## src/rtl/lsu_pkg.sv

```systemverilog
// Shared encodings, FSM state type and size helper for the load/store unit.
package lsu_pkg;

  localparam int LSU_DATA_W = 32;

  localparam logic [1:0] SZ_BYTE = 2'b00;
  localparam logic [1:0] SZ_HALF = 2'b01;
  localparam logic [1:0] SZ_WORD = 2'b10;
  localparam logic [1:0] SZ_RSVD = 2'b11;

  typedef enum logic [1:0] {
    ST_IDLE,
    ST_LOAD,
    ST_RMW_READ,
    ST_WRITE
  } lsu_state_t;

  // Bytes touched by an access; the reserved encoding spans nothing.
  function automatic logic [2:0] size_span(input logic [1:0] size);
    case (size)
      SZ_BYTE: size_span = 3'd1;
      SZ_HALF: size_span = 3'd2;
      SZ_WORD: size_span = 3'd4;
      default: size_span = 3'd0;
    endcase
  endfunction

endpackage

```

## src/rtl/lsu_mem_ctrl_lane_fmt.sv

```systemverilog
// Combinational lane formatter: load extract/extend and sub-word store merge.
module lsu_lane_fmt
  import lsu_pkg::*;
(
  input  logic [1:0]            size_i,
  input  logic                  unsigned_i,
  input  logic [LSU_DATA_W-1:0] rdata_i,
  input  logic [LSU_DATA_W-1:0] wdata_i,
  output logic [LSU_DATA_W-1:0] load_o,
  output logic [LSU_DATA_W-1:0] merge_o
);

  // NOTE: every output gets a default first so no path leaves it unassigned (no latch).
  always_comb begin
    load_o  = rdata_i;
    merge_o = wdata_i;
    case (size_i)
      SZ_BYTE: begin
        load_o  = {{24{~unsigned_i & rdata_i[7]}}, rdata_i[7:0]};
        merge_o = {rdata_i[31:8], wdata_i[7:0]};
      end
      SZ_HALF: begin
        load_o  = {{16{~unsigned_i & rdata_i[15]}}, rdata_i[15:0]};
        merge_o = {rdata_i[31:16], wdata_i[15:0]};
      end
      default: ;
    endcase
  end

endmodule

```

## src/rtl/lsu_mem_ctrl.sv

```systemverilog
// MEM-stage load/store controller driving a byte-addressed 32-bit data memory.
// Optional LSU_ALIGN_CHECK_EN rejects misaligned half/word requests.
module lsu_mem_ctrl
  import lsu_pkg::*;
#(
  parameter int ADDR_W    = 11,
  parameter int DATA_W    = 32,
  parameter int MEM_BYTES = 2048
) (
  input  logic              clk,
  input  logic              rst,
  input  logic              req_valid_i,
  output logic              req_ready_o,
  input  logic              req_we_i,
  input  logic [1:0]        req_size_i,
  input  logic              req_unsigned_i,
  input  logic [ADDR_W-1:0] req_addr_i,
  input  logic [DATA_W-1:0] req_wdata_i,
  output logic              resp_valid_o,
  output logic              resp_err_o,
  output logic [DATA_W-1:0] resp_rdata_o,
  output logic [ADDR_W-1:0] mem_address_o,
  output logic              mem_wrt_en_o,
  output logic [DATA_W-1:0] mem_write_data_o,
  input  logic [DATA_W-1:0] mem_read_data_i
);

  localparam logic [ADDR_W:0] MEM_END = (ADDR_W+1)'(MEM_BYTES);

  lsu_state_t        state_q, state_d;
  logic [ADDR_W-1:0] addr_q, addr_d;
  logic [1:0]        size_q, size_d;
  logic              we_q, we_d;
  logic              uns_q, uns_d;
  logic [DATA_W-1:0] wdata_q, wdata_d;
  logic              resp_valid_q, resp_valid_d;
  logic              resp_err_q, resp_err_d;
  logic [DATA_W-1:0] resp_rdata_q, resp_rdata_d;

  logic [ADDR_W:0]   req_end;
  logic              misalign;
  logic              req_bad;
  logic [DATA_W-1:0] load_val;
  logic [DATA_W-1:0] merge_val;

  assign req_end = {1'b0, req_addr_i} + {{(ADDR_W-2){1'b0}}, size_span(req_size_i)};

`ifdef LSU_ALIGN_CHECK_EN
  assign misalign = ((req_size_i == SZ_HALF) && req_addr_i[0]) ||
                    ((req_size_i == SZ_WORD) && (req_addr_i[1:0] != 2'b00));
`else
  assign misalign = 1'b0;
`endif

  assign req_bad = (req_size_i == SZ_RSVD) || (req_end > MEM_END) || misalign;

  lsu_lane_fmt u_lane_fmt (
    .size_i     (size_q),
    .unsigned_i (uns_q),
    .rdata_i    (mem_read_data_i),
    .wdata_i    (wdata_q),
    .load_o     (load_val),
    .merge_o    (merge_val)
  );

  always_comb begin
    state_d      = state_q;
    addr_d       = addr_q;
    size_d       = size_q;
    we_d         = we_q;
    uns_d        = uns_q;
    wdata_d      = wdata_q;
    resp_valid_d = 1'b0;
    resp_err_d   = 1'b0;
    resp_rdata_d = '0;
    case (state_q)
      ST_IDLE: begin
        if (req_valid_i) begin
          addr_d  = req_addr_i;
          size_d  = req_size_i;
          we_d    = req_we_i;
          uns_d   = req_unsigned_i;
          wdata_d = req_wdata_i;
          if (req_bad) begin
            resp_valid_d = 1'b1;
            resp_err_d   = 1'b1;
          end else if (!req_we_i) begin
            state_d = ST_LOAD;
          end else if (req_size_i == SZ_WORD) begin
            state_d = ST_WRITE;
          end else begin
            state_d = ST_RMW_READ;
          end
        end
      end
      ST_LOAD: begin
        resp_valid_d = 1'b1;
        resp_rdata_d = load_val;
        state_d      = ST_IDLE;
      end
      ST_RMW_READ: begin
        wdata_d = merge_val;
        state_d = ST_WRITE;
      end
      ST_WRITE: begin
        resp_valid_d = 1'b1;
        state_d      = ST_IDLE;
      end
      default: state_d = ST_IDLE;
    endcase
  end

  // NOTE: sequential state uses non-blocking assignments so all registers update together.
  always_ff @(posedge clk) begin
    if (!rst) begin
      state_q      <= ST_IDLE;
      addr_q       <= '0;
      size_q       <= '0;
      we_q         <= 1'b0;
      uns_q        <= 1'b0;
      wdata_q      <= '0;
      resp_valid_q <= 1'b0;
      resp_err_q   <= 1'b0;
      resp_rdata_q <= '0;
    end else begin
      state_q      <= state_d;
      addr_q       <= addr_d;
      size_q       <= size_d;
      we_q         <= we_d;
      uns_q        <= uns_d;
      wdata_q      <= wdata_d;
      resp_valid_q <= resp_valid_d;
      resp_err_q   <= resp_err_d;
      resp_rdata_q <= resp_rdata_d;
    end
  end

  // Memory strobes are gated by reset so a reset landing in WRITE cannot commit.
  assign mem_wrt_en_o     = (state_q == ST_WRITE) && rst;
  assign mem_address_o    = ((state_q != ST_IDLE) && rst) ? addr_q : '0;
  assign mem_write_data_o = mem_wrt_en_o ? wdata_q : '0;

  assign req_ready_o  = (state_q == ST_IDLE);
  assign resp_valid_o = resp_valid_q;
  assign resp_err_o   = resp_err_q;
  assign resp_rdata_o = resp_rdata_q;

endmodule

```

## config.mk

```make
export PLATFORM = sky130hd
export DESIGN_NAME = lsu_mem_ctrl
export DESIGN_NICKNAME = d
export VERILOG_FILES = /design/src/rtl/lsu_pkg.sv /design/src/rtl/lsu_mem_ctrl_lane_fmt.sv /design/src/rtl/lsu_mem_ctrl.sv
export SDC_FILE = /design/constraint.sdc
export NUM_CORES = 1
export LEC_CHECK = 0
export ABC_AREA = 1
export CAP_MARGIN = 0
export CORE_MARGIN = 8
export CORE_UTILIZATION = 45
export DETAILED_ROUTE_END_ITERATION = 10
export GPL_TIMING_DRIVEN = 1
export PLACE_DENSITY = 0.95
export SLEW_MARGIN = 20
export SYNTH_ARGS = -nofsm -noshare
export SYNTH_HDL_FRONTEND = slang
export SYNTH_SLANG_ARGS = --single-unit
```

## constraint.sdc

```tcl
create_clock -name clk -period 3.9 [get_ports clk]
set_clock_uncertainty 0.15 [all_clocks]
set_input_delay 0.975 -clock clk [delete_from_list [all_inputs] [get_ports clk]]
set_output_delay 0.975 -clock clk [all_outputs]
set_load 0.02 [all_outputs]
```

# Word-level counts from Yosys, hierarchy flattened
# Index checks and enable logic that the tools add are counted.
# op_classes
bitwise_logic,4
n_eq_ne,12
add_sub_neg,1
n_mux,15
magnitude_cmp,1
n_reduce_logical,16
# ops
operator,n
case mux 32 bit (2 select lines),3
two-way mux 32 bit,2
adder 11 x 3 -> 12 bit,1
> comparator 12 bit (second input constant),1
two-way mux 11 bit,1
case mux 3 bit (3 select lines),1
equality test 2 bit (second input constant),4
AND reduction 2 bit,4
equality test 2 x 1 -> 1 bit (second input constant),3
logical NOT 2 bit,3
two-way mux 2 bit,3
!= test 2 bit (second input constant),3
case mux 2 bit (3 select lines),1
AND reduction 3 bit,2
AND reduction 4 bit,1
nonzero test 2 bit,2
two-way mux 1 bit,3
!= test 3 x 1 -> 1 bit (second input constant),1
AND 1 bit,2
logical AND 1 bit,2
!= test 2 x 1 -> 1 bit (second input constant),1
NOT 1 bit,2
case mux 1 bit (2 select lines),1
OR reduction 2 bit,1
logical OR 1 bit,1
# totals
input_bits,82
regBits,82
wordCells,59
out_inout_bits,79

# Longest topological paths before layout
# logic_depth
word_depth,8
depth_mapped,12
depth_no_buf,12

# By module
# A second synthesis with hierarchy kept.
# unflattened
cells_unflattened,666
hier_area_um2,4322.9
# modules_own_cells
module,area_each_um2,instances,cells_each,seq_area_each_um2
lsu_mem_ctrl,3549.7,1,510,1641.6
lsu_lane_fmt,773.2,1,156,0.0

# Least setup slack after synthesis
# Ideal clock, no wire load.
# synth_timing
path_type,input to output
from,input port rst
to,output port mem_write_data_o[10]
required_time_ns,2.775
path_stages,5
arrival_time_ns,2.045
n_path_buf,1
slack_ns,0.730
cell_sequence,nand2_1 > nor2_1 > inv_1 > clkbuf_1 > nor2_1
# synth_between
elab_chain_cells,2
# synth_rtl
item,line_no,rtl
"start, declared",lsu_mem_ctrl.sv:11,"input logic rst,"
logical AND 1 bit,lsu_mem_ctrl.sv:139,assign mem_wrt_en_o = (state_q == ST_WRITE) && rst;
via mem_wrt_en_o,lsu_mem_ctrl.sv:23,"output logic mem_wrt_en_o,"
two-way mux 32 bit,lsu_mem_ctrl.sv:141,assign mem_write_data_o = mem_wrt_en_o ? wdata_q : '0;
"end, declared",lsu_mem_ctrl.sv:24,"output logic [DATA_W-1:0] mem_write_data_o,"
# The timed path passes the listed nets, and every way through them passes these cells.

# Worst setup path after layout
# layout_timing
from,input port rst
to,output port mem_write_data_o[8]
# layout_between
elab_chain_cells,2
# layout_rtl
item,line_no
logical AND 1 bit,lsu_mem_ctrl.sv:139
two-way mux 32 bit,lsu_mem_ctrl.sv:141
# No other way between the ends.

==> summary.md <==
| Metric | Value |
|---|---|
| DR vias | 3,793 |
| Core box area | 7727 µm² |
| N_diodes | 0 |
| Min cycle time layout | 3862 ps |
| Hold_buf cts | 0 |
| H-tree lvl count | 3 |
| Register area | 1642 µm² |
| Number of buffers created by CTS | 9 |
| Placed cells | 749 |
| Leakage Power | 2.785 nW |
| CTS root buf | clkbuf_8 |
| Largest delay share family, worst path | buffers and inverters |
| Initial Util | 46.19% |
| Worst Tran Pin Value | 1114 ps |
| CP endpoint kind | primary output |
| Design Power | 1.952 mW |
| Status | finished clean |
| DP Worst Slack | 55.11 ps |
| Die area | 11,040 µm² |
| Max Cap Violations | 0 |
| Post-CTS sizing | 0 |
| Fillers | 606 |
| Hold crit path type | flip-flop to flip-flop |
| DRT iter0 DRCs | 142 |
| Placer congestion estimate | 0.8591 |
| Leading register cell type out of synthesis | dfxtp_1 |
| Chip height | 105.1 µm |
| Final Non-Filler Cells | 765 |
| Worst-path clk slew | 90 ps |
| DP Area | 5231 µm² |
| Final Max Tran Viols | 0 |
| Crit share post-route | 99.02% |
| Buffer count from post-CTS setup fixing | 0 |
| Async set-or-reset flop fraction in the synthesized netlist | 0% |
| Area grow syn2layout | 53.59% |
| Critical-path cell list | clkdlybuf4s50_1 -> nand2_1 -> nor2_1 -> inv_1 -> buf_12 -> nor2_1 -> clkdlybuf4s50_1 |
| Synth warn | 0 |
| Port bufs | 160 |
| Max Fanout on Critical Path | 32 |
| Largest net degree at the start of global routing | 50 |
| Final Hold Viols | 0 |
| Antenna viol nets, final | 0 |
| Area of the multi-input gates | 1424 µm² |
| Worst slew margin | 25.71% |
| First-pass GRT wire length | 18.34 mm |
| Initial antenna violation count | 0 |
| Max rail drop VDD | 284.9 µV |
| Req. time, crit path | 2770 ps |
| Vias in the first global route | 3,809 |
| Crit path DAT | 2740 ps |
| WL/cell | 15.24 µm |
| Post-synthesis sequential area ratio | 45.99% |
| Layout cells sized above 1 | 4.977% |
| FF+latch count, synth | 82 |
| Crit start category | input pin |
| Final worst slack | 38.39 ps |
| Io pins | 161 |
| Worst Path Buf+Inv | 4 |
| CP Class | input pin to primary output |
| Avg Cell Area, Syn | 7.041 µm² |
| Row Count | 32 |
| WL final | 11.66 mm |
| Drt first pass iters | 4 |
| Fmax | 0.2590 GHz |
| Mapped Area | 3570 µm² |
| Worst path max stage delay | 630 ps |
| Post-synth EDFFs | 0 |
| Slowest CP cell | clkdlybuf4s50_1 |
| Total gr overflow | 0 |
| HPWL Detailed | 8.764 mm |
| Syn_nets | 593 |
| DRC | 0 |
| Clock Sinks | 82 |
| Via-to-Cell Ratio | 4.958 |
| CTS tree | yes |
| Clk_lat worst skew | 340 ps |
| CTS max path bufs | 2 |
| GRT Overall Usage | 20.28% |
| Nets@finish | 744 |
| Setup Viol. Count Final | 0 |
| Hold_ws | 307.0 ps |
| Power per Cell Area | 356.0 nW/µm² |
| Fin area | 5483 µm² |
| Chip Width | 105.1 µm |
| Cells after Synth | 507 |
| Distinct cells, synth | 28 |
kinds of logic (layout without fill, tap and decap cells):
family / count (synthesis) / after routing / share of synthesized area (%)
buf+inv: 127 / 283 / 14.12
simple gates: 171 / 171 / 19.52
flops: 82 / 82 / 45.99
compound gates: 123 / 123 / 18.75
fa+ha+maj: 4 / 4 / 1.612
state kept, by name, summed over array words and instances (netlist names):
| signal | cells |
|---|---|
| state_q | 2 |
| wdata_q | 32 |
| resp_valid_o | 1 |
| resp_err_o | 1 |
| addr_q | 11 |
| size_q | 2 |
| uns_q | 1 |
| resp_rdata_o | 32 |
final cells by class:
cell class | instances | area share [%]
Clock buffer | 9 | 2.259
Inverter | 101 | 6.915
Sequential cell | 82 | 29.94
Clock inverter | 7 | 1.415
Timing Repair Buffer | 166 | 31.17
Tap cell | 102 | 2.328
Multi-Input combinational cell | 298 | 25.97
synth_stat cells (2+ instances only):
cell      count  area (µm²)
o21ai_1       4       20.02
dfxtp_1      82        1642
nand2_1      95       356.6
buf_6         2       22.52
ha_1          3       37.54
buf_4         2       15.01
o211ai_1      2       15.01
a31oi_1      24       150.1
inv_2         4       15.01
nor2_4        2       22.52
a21oi_1      32       160.2
buf_2         3       15.01
o21ai_0      58       290.3
nand3_1       6       30.03
nand4_1       2       12.51
clkbuf_1     17       63.81
inv_1        96       360.4
nor2_1       63       236.5
where the power goes:
| group | switching, mW | total [mW] | internal, mW |
|---|---|---|---|
| combinational | 0.216 | 0.387 | 0.172 |
| sequential | 0.0369 | 0.943 | 0.906 |
| clock | 0.321 | 0.621 | 0.300 |
routing by layer:
metal	share of wire, %	vias to the layer above	global-route usage (%)
li1	-	1877	-
met1	38	1735	20.31
met2	51	151	37.42
met3	7.6	30	5.713
met4	3.2	0	10.40
met5	0	-	0
final timing paths:
kind                      startpoint                       end  slack, ps  depth (start not counted)
max                              rst       mem_write_data_o[8]         40                          7
min           addr_q[4]$_SDFFE_PN0P_    addr_q[4]$_SDFFE_PN0P_        310                          2
max reg2reg  state_q[1]$_SDFFE_PN0P_  wdata_q[28]$_SDFFE_PN0P_        930                          6
min reg2reg   addr_q[4]$_SDFFE_PN0P_    addr_q[4]$_SDFFE_PN0P_        310                          2
per-stage QoR:
step | util (%) | TNS (ps)
finish | 70.95 | 0
CTS | 70.30 | 0
global route | 70.95 | -60.85
floorplan | - | 0
detailed placement | 67.70 | 0
global placement | 67.70 | 0
layout by cell type, fill, tap and decap left out, types with 4 or more instances in the layout:
cell and count:
nor2_1 63, o21ai_0 58, buf_4 5, clkdlybuf4s50_1 140
o21ai_1 4, a21oi_1 32, inv_2 4, a31oi_1 24
dlymetal6s2s_1 20, inv_1 96, dfxtp_1 82, nand2_1 95
nand3_1 6, clkbuf_8 9
worst register-to-register path, delay by kind of cell, from the launching register on:
kind                   cells  cell delay (ps)
AO/OA/AOI/OAI              3             1370
buffers and inverters      2              480
AND/OR/NAND/NOR            1              460
flip-flops                 1              440
Power figures use the tool's default switching activity.
